--- src/rtl/hazard_ctrl.sv ---
// Pipeline hazard controller: data-stall detection, forwarding select, mult/div busy tracking.
// Latency: stall/enable/forward outputs are combinational (zero cycles); md_busy is registered.
// Backpressure: stall freezes PC and F/D and flushes D/E; optional stall counter via HAZARD_STALL_CNT_EN.
module hazard_ctrl (
    input  logic        clk,
    input  logic        reset,
    input  logic [4:0]  Rs_D,
    input  logic [4:0]  Rt_D,
    input  logic [1:0]  Tuse_Rs_D,
    input  logic [1:0]  Tuse_Rt_D,
    input  logic [4:0]  A3_E,
    input  logic [4:0]  A3_M,
    input  logic [4:0]  A3_W,
    input  logic [1:0]  Tnew_E,
    input  logic [1:0]  Tnew_M,
    input  logic        md_start,
    input  logic        md_type,
    input  logic        md_use_D,
    output logic        stall,
    output logic        en_PC,
    output logic        en_FD,
    output logic        flush_DE,
    output logic [1:0]  fwd_Rs_D,
    output logic [1:0]  fwd_Rt_D,
    output logic        md_busy
`ifdef HAZARD_STALL_CNT_EN
    ,
    output logic [31:0] stall_cnt
`endif
);

    // Busy-cycle counts for the two mult/div flavours.
    localparam logic [3:0] MULT_CYCLES = 4'd5;
    localparam logic [3:0] DIV_CYCLES  = 4'd10;

    logic [3:0] r_md_cnt;
    logic       r_md_busy;
    logic [3:0] w_md_cnt_next;

    logic w_hit_e_rs, w_hit_m_rs, w_hit_w_rs;
    logic w_hit_e_rt, w_hit_m_rt, w_hit_w_rt;
    logic w_stall_rs, w_stall_rt;
    logic w_stall_data, w_stall_md, w_stall;

    // Priority select: youngest ready producer wins, register file otherwise.
    function automatic logic [1:0] f_fwd_sel(input logic hit_e, input logic hit_m,
                                             input logic hit_w, input logic [1:0] tnew_e,
                                             input logic [1:0] tnew_m);
        logic [1:0] sel;
        sel = 2'd0;
        if (hit_e && (tnew_e == 2'd0))      sel = 2'd1;
        else if (hit_m && (tnew_m == 2'd0)) sel = 2'd2;
        else if (hit_w)                     sel = 2'd3;
        return sel;
    endfunction

    // Register-match, stall and forwarding decode; $zero never matches anything.
    always_comb begin
        w_hit_e_rs = (Rs_D != 5'd0) && (A3_E == Rs_D);
        w_hit_m_rs = (Rs_D != 5'd0) && (A3_M == Rs_D);
        w_hit_w_rs = (Rs_D != 5'd0) && (A3_W == Rs_D);
        w_hit_e_rt = (Rt_D != 5'd0) && (A3_E == Rt_D);
        w_hit_m_rt = (Rt_D != 5'd0) && (A3_M == Rt_D);
        w_hit_w_rt = (Rt_D != 5'd0) && (A3_W == Rt_D);

        // Tuse of 3 marks an unused operand, which can never wait on a producer.
        w_stall_rs = (Tuse_Rs_D != 2'd3) &&
                     ((w_hit_e_rs && (Tnew_E > Tuse_Rs_D)) ||
                      (w_hit_m_rs && (Tnew_M > Tuse_Rs_D)));
        w_stall_rt = (Tuse_Rt_D != 2'd3) &&
                     ((w_hit_e_rt && (Tnew_E > Tuse_Rt_D)) ||
                      (w_hit_m_rt && (Tnew_M > Tuse_Rt_D)));

        w_stall_data = w_stall_rs || w_stall_rt;
        // md_start is included so the issuing cycle itself also holds a dependent instruction.
        w_stall_md   = md_use_D && (r_md_busy || md_start);
        w_stall      = w_stall_data || w_stall_md;

        stall    = w_stall;
        en_PC    = ~w_stall;
        en_FD    = ~w_stall;
        flush_DE = w_stall;

        fwd_Rs_D = f_fwd_sel(w_hit_e_rs, w_hit_m_rs, w_hit_w_rs, Tnew_E, Tnew_M);
        fwd_Rt_D = f_fwd_sel(w_hit_e_rt, w_hit_m_rt, w_hit_w_rt, Tnew_E, Tnew_M);
    end

    // Next mult/div count: a new start always reloads, otherwise count down to zero and hold.
    always_comb begin
        w_md_cnt_next = 4'd0;
        if (md_start)
            w_md_cnt_next = md_type ? DIV_CYCLES : MULT_CYCLES;
        else if (r_md_cnt != 4'd0)
            w_md_cnt_next = r_md_cnt - 4'd1;
    end

    // Counter and busy flag; busy is registered from the next count so it tracks cnt != 0 exactly.
    always_ff @(posedge clk) begin
        if (reset) begin
            r_md_cnt  <= 4'd0;
            r_md_busy <= 1'b0;
        end else begin
            r_md_cnt  <= w_md_cnt_next;
            r_md_busy <= (w_md_cnt_next != 4'd0);
        end
    end

    assign md_busy = r_md_busy;

`ifdef HAZARD_STALL_CNT_EN
    logic [31:0] r_stall_cnt;

    // Free-running stall-cycle counter, wraps naturally at 32 bits.
    always_ff @(posedge clk) begin
        if (reset)
            r_stall_cnt <= 32'd0;
        else if (w_stall)
            r_stall_cnt <= r_stall_cnt + 32'd1;
    end

    assign stall_cnt = r_stall_cnt;
`endif

endmodule

--- config.mk ---
export PLATFORM = sky130hd
export DESIGN_NAME = hazard_ctrl
export DESIGN_NICKNAME = d
export VERILOG_FILES = /design/src/rtl/hazard_ctrl.sv
export SDC_FILE = /design/constraint.sdc
export NUM_CORES = 1
export LEC_CHECK = 0
export CORE_ASPECT_RATIO = 0.75
export CORE_MARGIN = 3
export CORE_UTILIZATION = 35
export CTS_CLUSTER_DIAMETER = 100
export DETAILED_ROUTE_END_ITERATION = 6
export HOLD_SLACK_MARGIN = 0.08
export MAX_ROUTING_LAYER = met4
export PLACE_DENSITY_LB_ADDON = 0.12
export SLEW_MARGIN = 20
export SYNTH_ARGS = -nofsm -noshare
export SYNTH_HDL_FRONTEND = slang
export SYNTH_SLANG_ARGS = --single-unit
--- constraint.sdc ---
create_clock -name clk -period 1.4 [get_ports clk]
set_input_delay 0.14 -clock clk [delete_from_list [all_inputs] [get_ports clk]]
set_output_delay 0.14 -clock clk [all_outputs]
set_load 0.02 [all_outputs]
* Word level (Yosys, flattened, before mapping)
Index checks and enable logic that the tools add are counted.
** Operators by class
- Add/subtract/negate cells :: 1
- Order comparisons :: 4
- Equal/unequal tests :: 8
- Muxes and demuxes :: 9
- Bitwise gates (word level) :: 1
- Reductions and logical operators :: 28
** Operators by type and width (count)
- 5-bit == test :: 6
- 1-bit logical AND :: 17
- 2-bit 2-to-1 mux :: 6
- 4-bit 2-to-1 mux :: 3
- 5-bit nonzero test :: 2
- 2-bit > comparator :: 4
- 4-bit nonzero test :: 2
- 1-bit logical OR :: 5
- 2-bit logical NOT :: 2
- 2-bit inequality test, second input constant :: 2
- 4-bit by 1-bit subtractor with 4-bit output, second input constant :: 1
- 1-bit NOT :: 1
** Storage, ports and cells
- Bits in registers :: 5
- Bits of input ports :: 38
- Output and inout port bits :: 9
- Logic and storage cells :: 53

* Logic depth before layout (Yosys ltp)
Gate-level depths: netlist of run 1.
- Word-level depth :: 8
- Depth in mapped cells :: 8
- Depth with buffers taken out :: 7

* Worst setup path before layout of run 1
OpenSTA, ideal clock, no wires.
- Path type :: input to output
- From :: in Rs_D[3]
- To :: out en_PC
- Arrival :: 1.537 ns
- Required time :: 1.260 ns
- Slack :: -0.277 ns
- Cell stages on the path :: 6
- Path buffers :: 1
- Cells stage by stage :: or4_4 > o211ai_2 > a2111oi_1 > o21ai_1 > and3_1 > buf_4
** On the way
- Word-level cells in the longest chain between the ends :: 8
** RTL lines
- start, declared :: RTL line 7 : input logic [4:0] Rs_D,
- 5-bit == test, or another cell as far along :: RTL line 59 : w_hit_e_rs = (Rs_D != 5'd0) && (A3_E == Rs_D);
- 1-bit logical AND, on equally long branches :: RTL line 59, 60
- 1-bit logical AND, on equally long branches :: RTL line 68, 69
- 1-bit logical OR (*) :: RTL line 68 : ((w_hit_e_rs && (Tnew_E > Tuse_Rs_D)) ||
- 1-bit logical AND (*) :: RTL line 67 : w_stall_rs = (Tuse_Rs_D != 2'd3) &&
- 1-bit logical OR (*) :: RTL line 74 : w_stall_data = w_stall_rs || w_stall_rt;
- 1-bit logical OR (*) :: RTL line 77 : w_stall = w_stall_data || w_stall_md;
- 1-bit NOT (*)
- end, declared :: RTL line 20 : output logic en_PC,
Mark *: on every way between the ends. The rest lies on a longest branch, timed or not.

* Worst setup path after layout of run 1
- From :: in Rs_D[4]
- To :: out stall
** On the way
- Word-level cells in the longest chain between the ends :: 7
** RTL lines
- 5-bit == test, or another cell as far along :: RTL line 59
- 1-bit logical AND, on equally long branches :: RTL line 59, 60
- 1-bit logical AND, on equally long branches :: RTL line 68, 69
- 1-bit logical OR (*) :: RTL line 68
- 1-bit logical AND (*) :: RTL line 67
- 1-bit logical OR (*) :: RTL line 74
- 1-bit logical OR (*) :: RTL line 77
- end, declared :: RTL line 19 : output logic stall,
Marked as above.

==> results of run 1 <==
[report_power, final]
group	total (mW)	leakage (nW)	internal (mW)	switching, mW
Clock	0.166	0.0150	0.108	0.0585
Sequential	0.164	0.0416	0.154	0.0102
Combinational	0.611	0.785	0.319	0.292
Total	0.941	0.842	0.581	0.360
[path summary, 6_finish.rpt]
| path | slack (ps) | depth (start not counted) | end | start |
|---|---|---|---|---|
| hold reg to reg | 550 | 2 | r_md_cnt[3]$_SDFF_PP0_ | r_md_cnt[3]$_SDFF_PP0_ |
| setup reg to reg | 380 | 3 | r_md_cnt[0]$_SDFF_PP0_ | r_md_cnt[1]$_SDFF_PP0_ |
| hold / removal | 500 | 3 | r_md_cnt[3]$_SDFF_PP0_ | md_type |
| setup / recovery | -460 | 8 | stall | Rs_D[4] |
[final cells by class]
type / count / area [um2] / area share
Timing Repair Buffer: 81 / 691 / 0.355
Multi-Input combinational cell: 101 / 1060 / 0.543
Clock buffer: 4 / 26.3 / 0.0135
Tap cell: 34 / 42.5 / 0.0218
Sequential cell: 5 / 100 / 0.0514
Inverter: 8 / 30.0 / 0.0154
[sequential cells by signal (all words and copies together) (netlist names)]
register	count
r_md_cnt	4
md_busy	1
[through the flow]
stage                     worst slack, ps  area (um2)  TNS (ps)   util  cells
after floorplan                      -213         933      -510      -    117
after global placement              -1160        1650     -8890  0.703    226
after detailed placement            -1180        1650     -9030  0.703    226
after CTS                            -399        1850     -2620  0.790    232
after global routing                 -500        1950     -3300  0.830    233
final                                -460        1950     -2990  0.830    233
[placed cells by master, fill, tap and decap left out, types with 6 or more instances in the layout]
master and n:
buf_4 32, dlygate4sd2_1 17, buf_6 15, xnor2_1 13
xnor2_2 8, a21oi_1 8, xor2_1 7, clkdlybuf4s50_1 7
nor2_1 6, buf_2 6
[per-layer routing]
layer	track usage	up-vias	share of wire
li1	-	589	-
met1	0.282	550	0.43
met2	0.439	42	0.52
met3	0.0228	6	0.040
met4	0.0526	0	0.016
met5	-	-	0
[cell families after synthesis]
kind of cell | synth area share
and+or+nand+nor | 0.232
xor gates and xnor gates | 0.296
AOI/OAI and AO/OA | 0.190
buffers and inverters | 0.0563
adders and majority gates | 0.113
DFF | 0.113
[worst max-delay path, stage by stage]
cell and delay (ps):
buf_6 90, or4_4 570, o211ai_2 230, a2111oi_2 60, o21ai_1 220, buf_4 160
nand3_4 70, buf_6 160
[repair_timing]
item	in CTS	in global routing
resized for setup	156	17
cloned	0	0
pin swaps	33	10
buffers inserted	3	1
endpoints found under the setup margin	8	8
==> metrics.md, run 1 <==
| Metric | Value |
|---|---|
| Site row count | `15` |
| Pwr Total | `0.941 mW` |
| Initial antenna violation count | `0` |
| First-pass iteration count of the detailed router | `4` |
| Area grow syn2layout | `119%` |
| Total gr overflow | `0` |
| Vias per Instance | `5.09` |
| Avg WL per Cell | `16.4 um` |
| Initial core utilization | `0.379` |
| Diode count | `0` |
| Skew final | `0.166 ps` |
| Period utilization | `1.33` |
| Post-synth top flop | `dfxtp_1` |
| Number of synthesized flops with an enable pin | `0` |
| Critical path class | `in -> out` |
| Die area | `3190 um2` |
| Synth unique cells | `32` |
| FMAX | `0.538 GHz` |
| CTS max path bufs | `2` |
| Die X | `64.2 um` |
| Worst rel slew slack | `0.710` |
| Final setup violating endpoints | `8` |
| GR Util All Layers | `0.239` |
| Initial DRC Count | `30` |
| Vias in the first global route | `1210` |
| CTS clk-pin slew, worst paths | `40 ps` |
| Leakage | `0.842 nW` |
| Hold Crit Class | `in -> reg` |
| Fill cells | `144` |
| Peak supply drop | `0.563 mV` |
| DP HPWL | `2.60 mm` |
| Synth warn | `0` |
| Worst-Skew Late Latency | `240 ps` |
| Top post-synthesis cells by area | `xnor2_1, dfxtp_1, ha_1` |
| Via count | `1187` |
| DRC | `0` |
| Gpl congestion | `0.975` |
| Yosys top cell area share | `0.227` |
| Crit path capture type | `output pin` |
| Fin worst setup slack | `-460 ps` |
| Tightest Pin Transition | `431 ps` |
| # hold bufs at CTS | `0` |
| Number of max-cap violations | `0` |
| Syn Inst Count | `117` |
| Register area share after synthesis | `0.113` |
| Top cells by count, synth | `xnor2_1, a21oi_1, ha_1, inv_1, nand3_1` |
| Pwr/cell area | `483 nW/um2` |
| Failing checks | `negative setup slack` |
| Yosys top cell by area | `xnor2_1` |
| # port buffers | `46` |
| Final ANT Viol Nets | `0` |
| Post-synthesis async set-or-reset flop share | `0` |
| Final hold violations | `0` |
| Worst setup SP type | `input port` |
| Post-synthesis cell area | `888 um2` |
| First-pass GRT wire length | `5.80 mm` |
| Worst endpoint required time | `1260 ps` |
| Fin. max-slew vios | `0` |
| CTS Buf Count | `3` |
| Post-Route WL | `3.82 mm` |
| Die Span Y | `49.6 um` |
| Avg Cell Area, Syn | `7.59 um2` |
| Syn nets | `163` |
| Final nets | `246` |
| Htree depth | `1` |
| I/O pin count | `47` |
| Crit path DAT | `1720 ps` |
| Core area | `2350 um2` |
| Num Clock Sinks | `5` |
| Top-count cell post-synth | `xnor2_1` |
| Share of layout cells above drive strength 1 | `0.533` |
| Number of synthesized register bits | `5` |
| RSZ-0062 raised after global routing | `true` |
| CP max FO | `3` |
| CTS Root Buffer Type | `clkbuf_4` |
| Largest net degree at the start of global routing | `6` |
| Tmin final | `1860 ps` |
| Hold slack | `498 ps` |
| TritonCTS clock tree | `yes` |
| Status | `finished with violations` |
Power figures use the tool's default switching activity.
==> run 2: changes to the inputs <==
Settings changed: SETUP_SLACK_MARGIN from default to 0.5.
==> metrics.md, run 2 (same netlist as run 1, synthesis figures left out) <==
| Metric | Value |
|---|---|
| R2r worst-path depth | `3` |
| Leakage | `0.839 nW` |
| Tmin final | `1760 ps` |
| CP max FO | `3` |
| Worst-Skew Late Latency | `240 ps` |
| Final hold violations | `0` |
| Critical path buffer and inverter count | `2` |
| Final ANT Viol Nets | `0` |
| Peak supply drop | `0.554 mV` |
| Multi-input logic area | `1110 um2` |
| Flop-to-flop setup slack | `470 ps` |
| Status | `finished with violations` |
| Gpl congestion | `0.842` |
| Htree depth | `1` |
| Pwr Total | `0.961 mW` |
| Worst setup SP type | `input port` |
| Site row count | `15` |
| TritonCTS clock tree | `yes` |
| CP Launch Point | `Rs_D[1]` |
| CTS clk-pin slew, worst paths | `50 ps` |
| Final setup violating endpoints | `8` |
| Number of max-cap violations | `0` |
| Hold Crit Class | `in -> reg` |
| Diode count | `0` |
| Tightest Pin Transition | `338 ps` |
| GR Util All Layers | `0.233` |
| Commonest cells after routing, fill and taps aside | `buf_4, buf_6, dlygate4sd2_1` |
| DRC | `0` |
| Initial core utilization | `0.379` |
| First-pass GRT wire length | `5.69 mm` |
| Reg with most FFs | `r_md_cnt` |
| Inst Count DP | `221` |
| Worst endpoint required time | `1260 ps` |
| Non-Filler Instances | `228` |
| Num Clock Sinks | `5` |
| Critical path class | `in -> out` |
| Worst-path cell chain | `clkdlybuf4s15_1 > or4_4 > o211ai_4 > a2111oi_4 > o21ai_2 > and3_4 > buf_6` |
| RR Startpoint | `r_md_cnt[1]$_SDFF_PP0_` |
| R2R Path End | `r_md_cnt[0]$_SDFF_PP0_` |
| # hold bufs at CTS | `0` |
| Pwr/cell area | `485 nW/um2` |
| CTS max path bufs | `2` |
| Worst hold endpoint | `r_md_cnt[0]$_SDFF_PP0_` |
| Period utilization | `1.26` |
| Worst Hold Launch | `md_start` |
| Vias per Instance | `5.20` |
| Die area | `3190 um2` |
| Initial antenna violation count | `0` |
| Fin area | `1980 um2` |
| Slowest-stage cell, CP | `or4_4` |
| First-pass iteration count of the detailed router | `4` |
| Failing checks | `negative setup slack` |
| CTS Buf Count | `3` |
| Hold path cells | `4` |
| Fin worst setup slack | `-363 ps` |
| Die X | `64.2 um` |
| Post-Route WL | `3.83 mm` |
| Share of layout cells above drive strength 1 | `0.588` |
| DP Area | `1640 um2` |
| DP HPWL | `2.62 mm` |
| Setup TNS | `-2530 ps` |
| Crit path DAT | `1620 ps` |
| Crit-path leading delay family | `simple AND/OR/NAND/NOR gates` |
| Core area | `2350 um2` |
| Max reg flops | `4` |
| Register area | `113 um2` |
| CP max stage delay | `470 ps` |
| Hold slack | `438 ps` |
| Avg WL per Cell | `16.8 um` |
| Worst rel slew slack | `0.774` |
| Final nets | `241` |
| RSZ-0062 raised after global routing | `true` |
| Crit path capture type | `output pin` |
| Largest net degree at the start of global routing | `6` |
| I/O pin count | `47` |
| Most common cell after layout, fill and taps aside | `buf_4` |
| Area grow syn2layout | `123%` |
| Die Span Y | `49.6 um` |
| Total gr overflow | `0` |
| # port buffers | `46` |
| Vias in the first global route | `1258` |
| Fill cells | `140` |
| Skew final | `6.30 ps` |
| CTS Root Buffer Type | `clkbuf_4` |
| Initial DRC Count | `46` |
| FMAX | `0.567 GHz` |
| Via count | `1186` |
| Fin. max-slew vios | `0` |
run 2: cell type report:
type,instances,area share
Clock buffer,4,0.0133
Sequential cell,5,0.0569
Multi-Input combinational cell,101,0.559
Tap cell,34,0.0215
Inverter,8,0.0152
Timing Repair Buffer,76,0.334
run 2: per-stage QoR:
step                      utilization  setup slack, ps
after floorplan                     -             -213
after global placement          0.697            -1160
after detailed placement        0.697            -1180
after CTS                       0.787             -353
after global routing            0.844             -412
final                           0.844             -363
run 2: power breakdown:
part	leakage, nW	internal [mW]	switching, mW
combinational	0.781	0.323	0.298
sequential	0.0438	0.153	0.0169
clock	0.0150	0.108	0.0621
total	0.839	0.584	0.377
run 2: how the worst max path moves through the flow:
stage / end / slack [ps] / cells past startpoint
2_1_floorplan: en_PC / -210 / 6
3_3_place_gp: en_FD / -1160 / 7
3_5_place_dp: en_FD / -1180 / 7
4_1_cts: en_FD / -350 / 7
5_1_grt: en_FD / -410 / 7
6_report: en_FD / -360 / 7
run 2: timing repair:
action	in CTS	in global routing
endpoints found under the setup margin	12	12
setup buffers	0	3
pin swaps	30	24
resized for setup	163	32
run 2: per-layer routing:
layer | vias to the layer above | global-route usage | wire length, um
li1 | 574 | - | -
met1 | 577 | 0.284 | 1670
met2 | 31 | 0.412 | 1970
met3 | 4 | 0.0319 | 175
met4 | 0 | 0.0491 | 21
met5 | - | - | 0
run 2: worst reg2reg max path, stage by stage (launching register included):
cell     delay, ps
dfxtp_4        390
nor3_4          50
or3_4          330
a21oi_2        110
